`src/rtl/pixel_rx_pkg.sv`:
```
// Shared constants, serializer state type and a width helper for the pixel readout receiver.
// Optional checksum beat is selected with the PIXEL_RX_CHECKSUM_EN macro.
package pixel_rx_pkg;
    localparam int DEF_DATA_W     = 8;
    localparam int DEF_N_COLS     = 2;
    localparam int DEF_N_ROWS     = 2;
    localparam int DEF_FIFO_DEPTH = 4;

`ifdef PIXEL_RX_CHECKSUM_EN
    localparam bit CHK_EN = 1'b1;
`else
    localparam bit CHK_EN = 1'b0;
`endif

    typedef enum logic [1:0] {
        ST_IDLE  = 2'd0,
`ifdef PIXEL_RX_CHECKSUM_EN
        ST_CHK   = 2'd2,
`endif
        ST_SHIFT = 2'd1
    } ser_state_e;

    function automatic int idx_w(input int n);
        return (n > 1) ? $clog2(n) : 1;
    endfunction
endpackage

```
`src/rtl/pixel_row_fifo.sv`:
```
// Synchronous row FIFO with registered head word and full/empty flags.
// A flush takes effect before any push in the same cycle, so that push becomes the only entry.
module pixel_row_fifo
    import pixel_rx_pkg::*;
#(
    parameter int WIDTH = 16,
    parameter int DEPTH = 4
) (
    input  logic             clk,
    input  logic             reset,
    input  logic             flush_i,
    input  logic             push_i,
    input  logic [WIDTH-1:0] wr_data_i,
    input  logic             pop_i,
    output logic [WIDTH-1:0] rd_data_o,
    output logic             full_o,
    output logic             empty_o
);
    localparam int AW = idx_w(DEPTH);
    localparam int CW = AW + 1;

    logic [WIDTH-1:0] mem_q [DEPTH];
    logic [AW-1:0]    wr_ptr_q, wr_ptr_d, rd_ptr_q, rd_ptr_d, wr_base_s, rd_base_s;
    logic [CW-1:0]    count_q, count_d, count_base_s;
    logic [WIDTH-1:0] head_q, head_d;
    logic             full_q, empty_q, do_push_s, do_pop_s;

    // Next pointers, occupancy and head word; a full FIFO accepts a push only alongside a pop.
    always_comb begin
        if (flush_i) begin
            wr_base_s    = {AW{1'b0}};
            rd_base_s    = {AW{1'b0}};
            count_base_s = {CW{1'b0}};
        end else begin
            wr_base_s    = wr_ptr_q;
            rd_base_s    = rd_ptr_q;
            count_base_s = count_q;
        end
        do_pop_s  = pop_i && !flush_i && !empty_q;
        do_push_s = push_i && ((count_base_s != CW'(DEPTH)) || do_pop_s);
        rd_ptr_d  = rd_base_s + AW'(do_pop_s);
        wr_ptr_d  = wr_base_s + AW'(do_push_s);
        count_d   = count_base_s + CW'(do_push_s) - CW'(do_pop_s);
        if (do_push_s && (wr_base_s == rd_ptr_d)) begin
            head_d = wr_data_i;
        end else begin
            head_d = mem_q[rd_ptr_d];
        end
    end

    // Storage array, written only on an accepted push.
    always_ff @(posedge clk) begin
        if (do_push_s) begin
            mem_q[wr_base_s] <= wr_data_i;
        end
    end

    // Pointer, count, head and flag registers.
    always_ff @(posedge clk) begin
        if (reset) begin
            wr_ptr_q <= {AW{1'b0}};
            rd_ptr_q <= {AW{1'b0}};
            count_q  <= {CW{1'b0}};
            head_q   <= {WIDTH{1'b0}};
            full_q   <= 1'b0;
            empty_q  <= 1'b1;
        end else begin
            wr_ptr_q <= wr_ptr_d;
            rd_ptr_q <= rd_ptr_d;
            count_q  <= count_d;
            head_q   <= head_d;
            full_q   <= (count_d == CW'(DEPTH));
            empty_q  <= (count_d == {CW{1'b0}});
        end
    end

    assign rd_data_o = head_q;
    assign full_o    = full_q;
    assign empty_o   = empty_q;
endmodule

```
`src/rtl/pixel_readout_rx.sv`:
```
// Pixel readout receiver: buffers row words and serializes them into framed pixel beats.
// Define PIXEL_RX_CHECKSUM_EN to append a checksum beat after the last pixel of each frame.
module pixel_readout_rx
    import pixel_rx_pkg::*;
#(
    parameter int DATA_W     = DEF_DATA_W,
    parameter int N_COLS     = DEF_N_COLS,
    parameter int N_ROWS     = DEF_N_ROWS,
    parameter int FIFO_DEPTH = DEF_FIFO_DEPTH
) (
    input  logic                     clk,
    input  logic                     reset,
    input  logic                     frame_start,
    input  logic                     read_strobe,
    input  logic [N_COLS*DATA_W-1:0] row_data,
    input  logic                     pix_ready,
    output logic                     pix_valid,
    output logic [DATA_W-1:0]        pix_data,
    output logic                     pix_sof,
    output logic                     pix_eol,
    output logic                     pix_eof,
    output logic                     pix_chk,
    output logic                     overflow,
    output logic [15:0]              frame_cnt
);
    localparam int RW = idx_w(N_ROWS);
    localparam int CW = idx_w(N_COLS);
    localparam int WW = N_COLS * DATA_W;

    ser_state_e        state_q, state_d;
    logic [WW-1:0]     sh_q, sh_d, fifo_head_s;
    logic [CW-1:0]     col_q, col_d, col_nx_s;
    logic [RW-1:0]     row_q, row_d, rcnt_q, rcnt_d;
    logic [DATA_W-1:0] cks_q, cks_d;
    logic [15:0]       fcnt_q, fcnt_d;
    logic              valid_q, valid_d, sof_q, sof_d, eol_q, eol_d;
    logic              eof_q, eof_d, chk_q, chk_d, ovf_q, ovf_d;
    logic              fifo_full_s, fifo_empty_s, pop_s, beat_s, load_s, idle_s;
    logic              last_col_s, last_row_s;

    pixel_row_fifo #(
        .WIDTH (WW),
        .DEPTH (FIFO_DEPTH)
    ) u_fifo (
        .clk       (clk),
        .reset     (reset),
        .flush_i   (frame_start),
        .push_i    (read_strobe),
        .wr_data_i (row_data),
        .pop_i     (pop_s),
        .rd_data_o (fifo_head_s),
        .full_o    (fifo_full_s),
        .empty_o   (fifo_empty_s)
    );

    // Serializer next state; frame_start wins over everything except reset.
    always_comb begin
        state_d = state_q;
        sh_d    = sh_q;
        col_d   = col_q;
        row_d   = row_q;
        rcnt_d  = rcnt_q;
        cks_d   = cks_q;
        valid_d = valid_q;
        sof_d   = sof_q;
        eol_d   = eol_q;
        eof_d   = eof_q;
        chk_d   = chk_q;
        fcnt_d  = fcnt_q;
        load_s  = 1'b0;
        idle_s  = 1'b0;
        beat_s     = valid_q && pix_ready;
        last_col_s = (col_q == CW'(N_COLS - 1));
        last_row_s = (row_q == RW'(N_ROWS - 1));
        col_nx_s   = col_q + CW'(1);
        if (beat_s && eof_q) begin
            fcnt_d = fcnt_q + 16'd1;
        end else begin
            fcnt_d = fcnt_q;
        end

        case (state_q)
            ST_IDLE: begin
                load_s = !fifo_empty_s;
            end
            ST_SHIFT: begin
                if (beat_s) begin
                    // sof restarts the running frame sum
                    cks_d = (sof_q ? {DATA_W{1'b0}} : cks_q) + sh_q[DATA_W-1:0];
                    if (!last_col_s) begin
                        sh_d  = sh_q >> DATA_W;
                        col_d = col_nx_s;
                        sof_d = 1'b0;
                        eol_d = (col_nx_s == CW'(N_COLS - 1));
                        eof_d = !CHK_EN && (col_nx_s == CW'(N_COLS - 1)) && last_row_s;
                    end
`ifdef PIXEL_RX_CHECKSUM_EN
                    else if (last_row_s) begin
                        state_d           = ST_CHK;
                        sh_d              = {WW{1'b0}};
                        sh_d[DATA_W-1:0]  = cks_d;
                        sof_d             = 1'b0;
                        eol_d             = 1'b0;
                        eof_d             = 1'b1;
                        chk_d             = 1'b1;
                    end
`endif
                    else if (!fifo_empty_s) begin
                        load_s = 1'b1;
                    end else begin
                        idle_s = 1'b1;
                    end
                end else begin
                    state_d = state_q;
                end
            end
`ifdef PIXEL_RX_CHECKSUM_EN
            ST_CHK: begin
                if (beat_s) begin
                    load_s = !fifo_empty_s;
                    idle_s = fifo_empty_s;
                end else begin
                    state_d = state_q;
                end
            end
`endif
            default: idle_s = 1'b1;
        endcase

        if (load_s) begin
            state_d = ST_SHIFT;
            sh_d    = fifo_head_s;
            col_d   = {CW{1'b0}};
            row_d   = rcnt_q;
            rcnt_d  = (rcnt_q == RW'(N_ROWS - 1)) ? {RW{1'b0}} : rcnt_q + RW'(1);
            valid_d = 1'b1;
            sof_d   = (rcnt_q == {RW{1'b0}});
            eol_d   = (N_COLS == 1);
            eof_d   = !CHK_EN && (N_COLS == 1) && (rcnt_q == RW'(N_ROWS - 1));
            chk_d   = 1'b0;
        end else if (idle_s) begin
            state_d = ST_IDLE;
            sh_d    = {WW{1'b0}};
            valid_d = 1'b0;
            sof_d   = 1'b0;
            eol_d   = 1'b0;
            eof_d   = 1'b0;
            chk_d   = 1'b0;
        end else begin
            state_d = state_d;
        end

        if (frame_start) begin
            state_d = ST_IDLE;
            sh_d    = {WW{1'b0}};
            rcnt_d  = {RW{1'b0}};
            cks_d   = {DATA_W{1'b0}};
            valid_d = 1'b0;
            sof_d   = 1'b0;
            eol_d   = 1'b0;
            eof_d   = 1'b0;
            chk_d   = 1'b0;
            ovf_d   = 1'b0;
        end else begin
            ovf_d   = ovf_q || (read_strobe && fifo_full_s && !load_s);
        end
        pop_s = load_s && !frame_start;
    end

    // Serializer and status registers.
    always_ff @(posedge clk) begin
        if (reset) begin
            state_q <= ST_IDLE;
            sh_q    <= {WW{1'b0}};
            col_q   <= {CW{1'b0}};
            row_q   <= {RW{1'b0}};
            rcnt_q  <= {RW{1'b0}};
            cks_q   <= {DATA_W{1'b0}};
            fcnt_q  <= 16'd0;
            valid_q <= 1'b0;
            sof_q   <= 1'b0;
            eol_q   <= 1'b0;
            eof_q   <= 1'b0;
            chk_q   <= 1'b0;
            ovf_q   <= 1'b0;
        end else begin
            state_q <= state_d;
            sh_q    <= sh_d;
            col_q   <= col_d;
            row_q   <= row_d;
            rcnt_q  <= rcnt_d;
            cks_q   <= cks_d;
            fcnt_q  <= fcnt_d;
            valid_q <= valid_d;
            sof_q   <= sof_d;
            eol_q   <= eol_d;
            eof_q   <= eof_d;
            chk_q   <= chk_d;
            ovf_q   <= ovf_d;
        end
    end

    assign pix_valid = valid_q;
    assign pix_data  = sh_q[DATA_W-1:0];
    assign pix_sof   = sof_q;
    assign pix_eol   = eol_q;
    assign pix_eof   = eof_q;
    assign pix_chk   = chk_q;
    assign overflow  = ovf_q;
    assign frame_cnt = fcnt_q;
endmodule

```
`config.mk`:
```
export PLATFORM = sky130hd
export DESIGN_NAME = pixel_readout_rx
export DESIGN_NICKNAME = d
export VERILOG_FILES = /design/src/rtl/pixel_rx_pkg.sv /design/src/rtl/pixel_row_fifo.sv /design/src/rtl/pixel_readout_rx.sv
export SDC_FILE = /design/constraint.sdc
export NUM_CORES = 1
export LEC_CHECK = 0
export BUFFER_PORTS_ARGS = -buffer_cell sky130_fd_sc_hd__buf_4
export CAP_MARGIN = 0
export CORE_MARGIN = 2
export CORE_UTILIZATION = 58
export CTS_CLUSTER_DIAMETER = 60
export DETAILED_ROUTE_END_ITERATION = 16
export PLACE_DENSITY = 0.79
export SYNTH_ARGS = -nofsm -noshare
export SYNTH_HDL_FRONTEND = slang
export SYNTH_SLANG_ARGS = --single-unit
```
`constraint.sdc`:
```
create_clock -name clk -period 3.6 [get_ports clk]
set_input_delay 0.18 -clock clk [delete_from_list [all_inputs] [get_ports clk]]
set_output_delay 0.18 -clock clk [all_outputs]
set_load 0.02 [all_outputs]
```
==> flow_summary.ini <==
[placed_design]
placedCellCount = 532
port_buffers = 49
place_ws_ns = 0.6124
sum_of_net_half_perimeters_after_detailed_placement_um = 6393
gpl.final_weighted_congestion = 0.8642

[cells_and_area]
syn_to_final_growth_pct = 22.33
layout_common_cells = 65 x sky130_fd_sc_hd__dfxtp_1, 64 x sky130_fd_sc_hd__edfxtp_1, 56 x sky130_fd_sc_hd__buf_4
share_of_final_layout_standard_cells_stronger_than_drive_strength_1 = 0.2468
num_antenna_cells = 0
seqCellArea_um2 = 3223
multi_input_area_um2 = 1720
fillers = 557
instances_no_fill = 582
mostFrequentLayoutCell = sky130_fd_sc_hd__dfxtp_1
finish.utilization = 0.7254
design.final.nets = 488

[clocking]
post_cts_buffers = 0
cell_at_the_root_of_the_clock_tree = sky130_fd_sc_hd__clkbuf_8
clock_insertion_delay_worst_skew_ns = 0.51
clock_tree.htree_level_count = 4
numCtsBuffers = 17
path_clk_slew_ns = 0.06
clock_sinks = 129
tritoncts = done
cts_buffer_depth = 2

[sta]
final_layout_setup_total_negative_slack_ns = 0
worst_slew_margin_rel = 0.3478
share_of_the_cycle_needed_by_the_critical_path_after_routing = 0.8798
finalCriticalPeriod_ns = 3.167
grt_setup_unrepaired = false
fmax_ghz = 0.3157
timing.hold.ws_ns = 0.1002
max_slew.worst_pin.slew_ns = 0.9765
finalHoldViolCount = 0
report.final.setup_viol = 0
finalWorstSetupSlack_ns = 0.4327
timing.clock.skew_ns = 0.01108
drv_slew = 0

[floorplan]
die_width_um = 97.97
fp.dieH_um = 97.97
starting_density = 0.5930
fp-row-count = 34
core_area_um2 = 8636
design.portCount = 51
area_of_the_die_um2 = 9597

[grt]
grt_antenna_before_repair = 0
grt_pass1_wl_um = 16660
globalRouteTotalUtil = 0.2259
grt.overflow.total = 0
first_global_vias = 3304
grt_start_max_net_pins = 43

[setup_path]
end_kind = register
crit_family = compound AO/OA/AOI/OAI gates
start_point_of_the_critical_path = state_q[0]$_SDFFE_PP0P_
arrival_ns = 3.61
worstReg2RegStart = state_q[0]$_SDFFE_PP0P_
crit_required_ns = 4.04
critPathKind = register to register
critical_path.n_buffers_inverters = 1
timing.critical_path.from_type = register
slowest_delay_ns = 0.81
critical_path.most_common_cell = sky130_fd_sc_hd__nor2_1
crit_path_cell_trace = a21boi_4 -> or2_2 -> nor2_1 -> ha_1 -> buf_4 -> nor2_1 -> a211oi_2 -> o21ai_0 -> a21oi_1
worst-path-max-fanout = 16
slowest_stage = sky130_fd_sc_hd__a211oi_2

[drt]
detailedRoute.firstIterationViolations = 280
drtAntennaViolNets = 0
via_per_inst = 5.851
top_signal_layer_used = met4
wl_per_cell_um = 17.48
met3_wirelength_um = 662
firstDrtPassIters = 6
m1WireLength_um = 4198
via_count = 3405
post-route-drc-count = 0
met2_layer_wire_length_in_the_routed_design_um = 5145
postRouteWirelength_um = 10170

[power]
power_frac_comb = 0.163
clock_power_share = 0.404
power_switching_mw = 1.037
power.switching_fraction = 0.2642
power_density_nw_per_um2 = 626.4
ir_worst_vdd_v = 0.0003899
cell_internal_pwr_mw = 2.888
p_seq_frac = 0.434
total_leakage_power_nw = 2.334

[yosys]
number_of_flops_mapped_to_enable_cells_by_yosys = 64
postSynthAreaPerCell_um2 = 12.90
yosys_register_bits = 129
synth_seq_area_share = 0.6294
post_synth_inst_count = 397
syn-cell-area_um2 = 5121
synth_top_flop_cell = sky130_fd_sc_hd__dfxtp_1
post_synth_num_cell_types = 46
syn-num-nets = 424
share_of_flip_flops_with_an_asynchronous_set_or_reset = 0
synth.yosys.warnings = 0

[flow_run]
drv.max_cap_violation_count = 0

[hold_path]
holdCritStartpoint = reset
hold_class = input port to register

[run_status]
run_status = finished, final reports clean
[synth_stat cells (2+ instances only)]
cell type / number / area (um^2)
sky130_fd_sc_hd__nand2_1: 11 / 41.29
sky130_fd_sc_hd__nand3_1: 19 / 95.09
sky130_fd_sc_hd__nor3_1: 10 / 50.05
sky130_fd_sc_hd__nand2b_1: 4 / 25.02
sky130_fd_sc_hd__a21oi_1: 22 / 110.1
sky130_fd_sc_hd__or3_1: 2 / 12.51
sky130_fd_sc_hd__nor2b_1: 11 / 68.82
sky130_fd_sc_hd__clkbuf_1: 13 / 48.80
sky130_fd_sc_hd__buf_2: 3 / 15.01
sky130_fd_sc_hd__xnor2_1: 8 / 70.07
sky130_fd_sc_hd__a221oi_1: 8 / 70.07
sky130_fd_sc_hd__and3_1: 4 / 25.02
sky130_fd_sc_hd__nand4_1: 3 / 18.77
sky130_fd_sc_hd__buf_4: 11 / 82.58
sky130_fd_sc_hd__mux2i_1: 2 / 20.02
sky130_fd_sc_hd__xor2_1: 10 / 87.58
sky130_fd_sc_hd__o21bai_1: 2 / 15.01
sky130_fd_sc_hd__a22oi_1: 8 / 60.06
sky130_fd_sc_hd__buf_6: 2 / 22.52
sky130_fd_sc_hd__inv_1: 4 / 15.01
sky130_fd_sc_hd__ha_1: 5 / 62.56
sky130_fd_sc_hd__or2_2: 3 / 18.77
sky130_fd_sc_hd__and2b_1: 2 / 15.01
sky130_fd_sc_hd__and2_1: 2 / 12.51
sky130_fd_sc_hd__and4_1: 4 / 35.03
sky130_fd_sc_hd__nor2_1: 44 / 165.2
sky130_fd_sc_hd__mux4_2: 16 / 360.4
sky130_fd_sc_hd__edfxtp_1: 64 / 1922
sky130_fd_sc_hd__o21ai_0: 19 / 95.09
sky130_fd_sc_hd__dfxtp_1: 65 / 1301
[power by group through the flow]
stage	Clock, mW	Sequential, mW	Combinational, mW
3_3_place_gp	0	1.73	0.595
6_report	1.59	1.70	0.638
5_1_grt	1.67	1.71	0.703
4_1_cts	1.61	1.70	0.636
3_5_place_dp	0	1.73	0.610
2_1_floorplan	0	1.71	0.481
[worst paths after layout]
| kind | endpoint | slack (ns) | cells after the start |
|---|---|---|---|
| min reg2reg | pix_eol$_SDFFE_PP0P_ | 0.48 | 2 |
| max reg2reg | u_fifo.rd_data_o[3]$_SDFF_PP0_ | 0.43 | 9 |
| min | frame_cnt[13]$_SDFFE_PP0P_ | 0.10 | 2 |
| max | u_fifo.rd_data_o[3]$_SDFF_PP0_ | 0.43 | 9 |
[cell type report]
cell class | count | area share
Timing Repair Buffer | 74 | 0.09587
Tap cell | 108 | 0.02157
Inverter | 5 | 0.002996
Multi-Input combinational cell | 234 | 0.2746
Clock buffer | 22 | 0.07929
Clock inverter | 10 | 0.01118
Sequential cell | 129 | 0.5145
[cell families after synthesis]
group                      synth area share
adders and majority gates           0.01613
and+or+nand+nor                      0.1226
AOI/OAI and AO/OA                   0.08625
other                             0.0007323
muxes                               0.07427
xor gates and xnor gates            0.03396
DFF                                  0.6294
buffers and inverters               0.03665
[routing by layer]
layer | global-route usage | up-vias
met2 | 0.3688 | 136
met5 | 0 | -
met1 | 0.2890 | 1667
met4 | 0.08120 | 0
li1 | - | 1581
met3 | 0.06800 | 21
[flip-flops by register name, indices dropped and copies added (netlist names), 2 cells and up]
name,cells
u_fifo.wr_ptr_q,2
sh_q,16
frame_cnt,16
u_fifo.rd_data_o,16
u_fifo.count_q,3
u_fifo.mem_q,64
u_fifo.rd_ptr_q,2
[per-stage QoR]
stage / instance area [um^2] / total power [mW]
3_3_place_gp: 5518 / 2.321
5_1_grt: 6265 / 4.082
3_5_place_dp: 5518 / 2.341
4_1_cts: 6265 / 3.945
6_report: 6265 / 3.925
2_1_floorplan: 5121 / 2.194
[repair_timing]
action	4_1_cts	5_1_grt
hold buffers	18	0
endpoints found under the hold margin	84	0
gates resized for setup	0	0
Power figures use the tool's default switching activity.
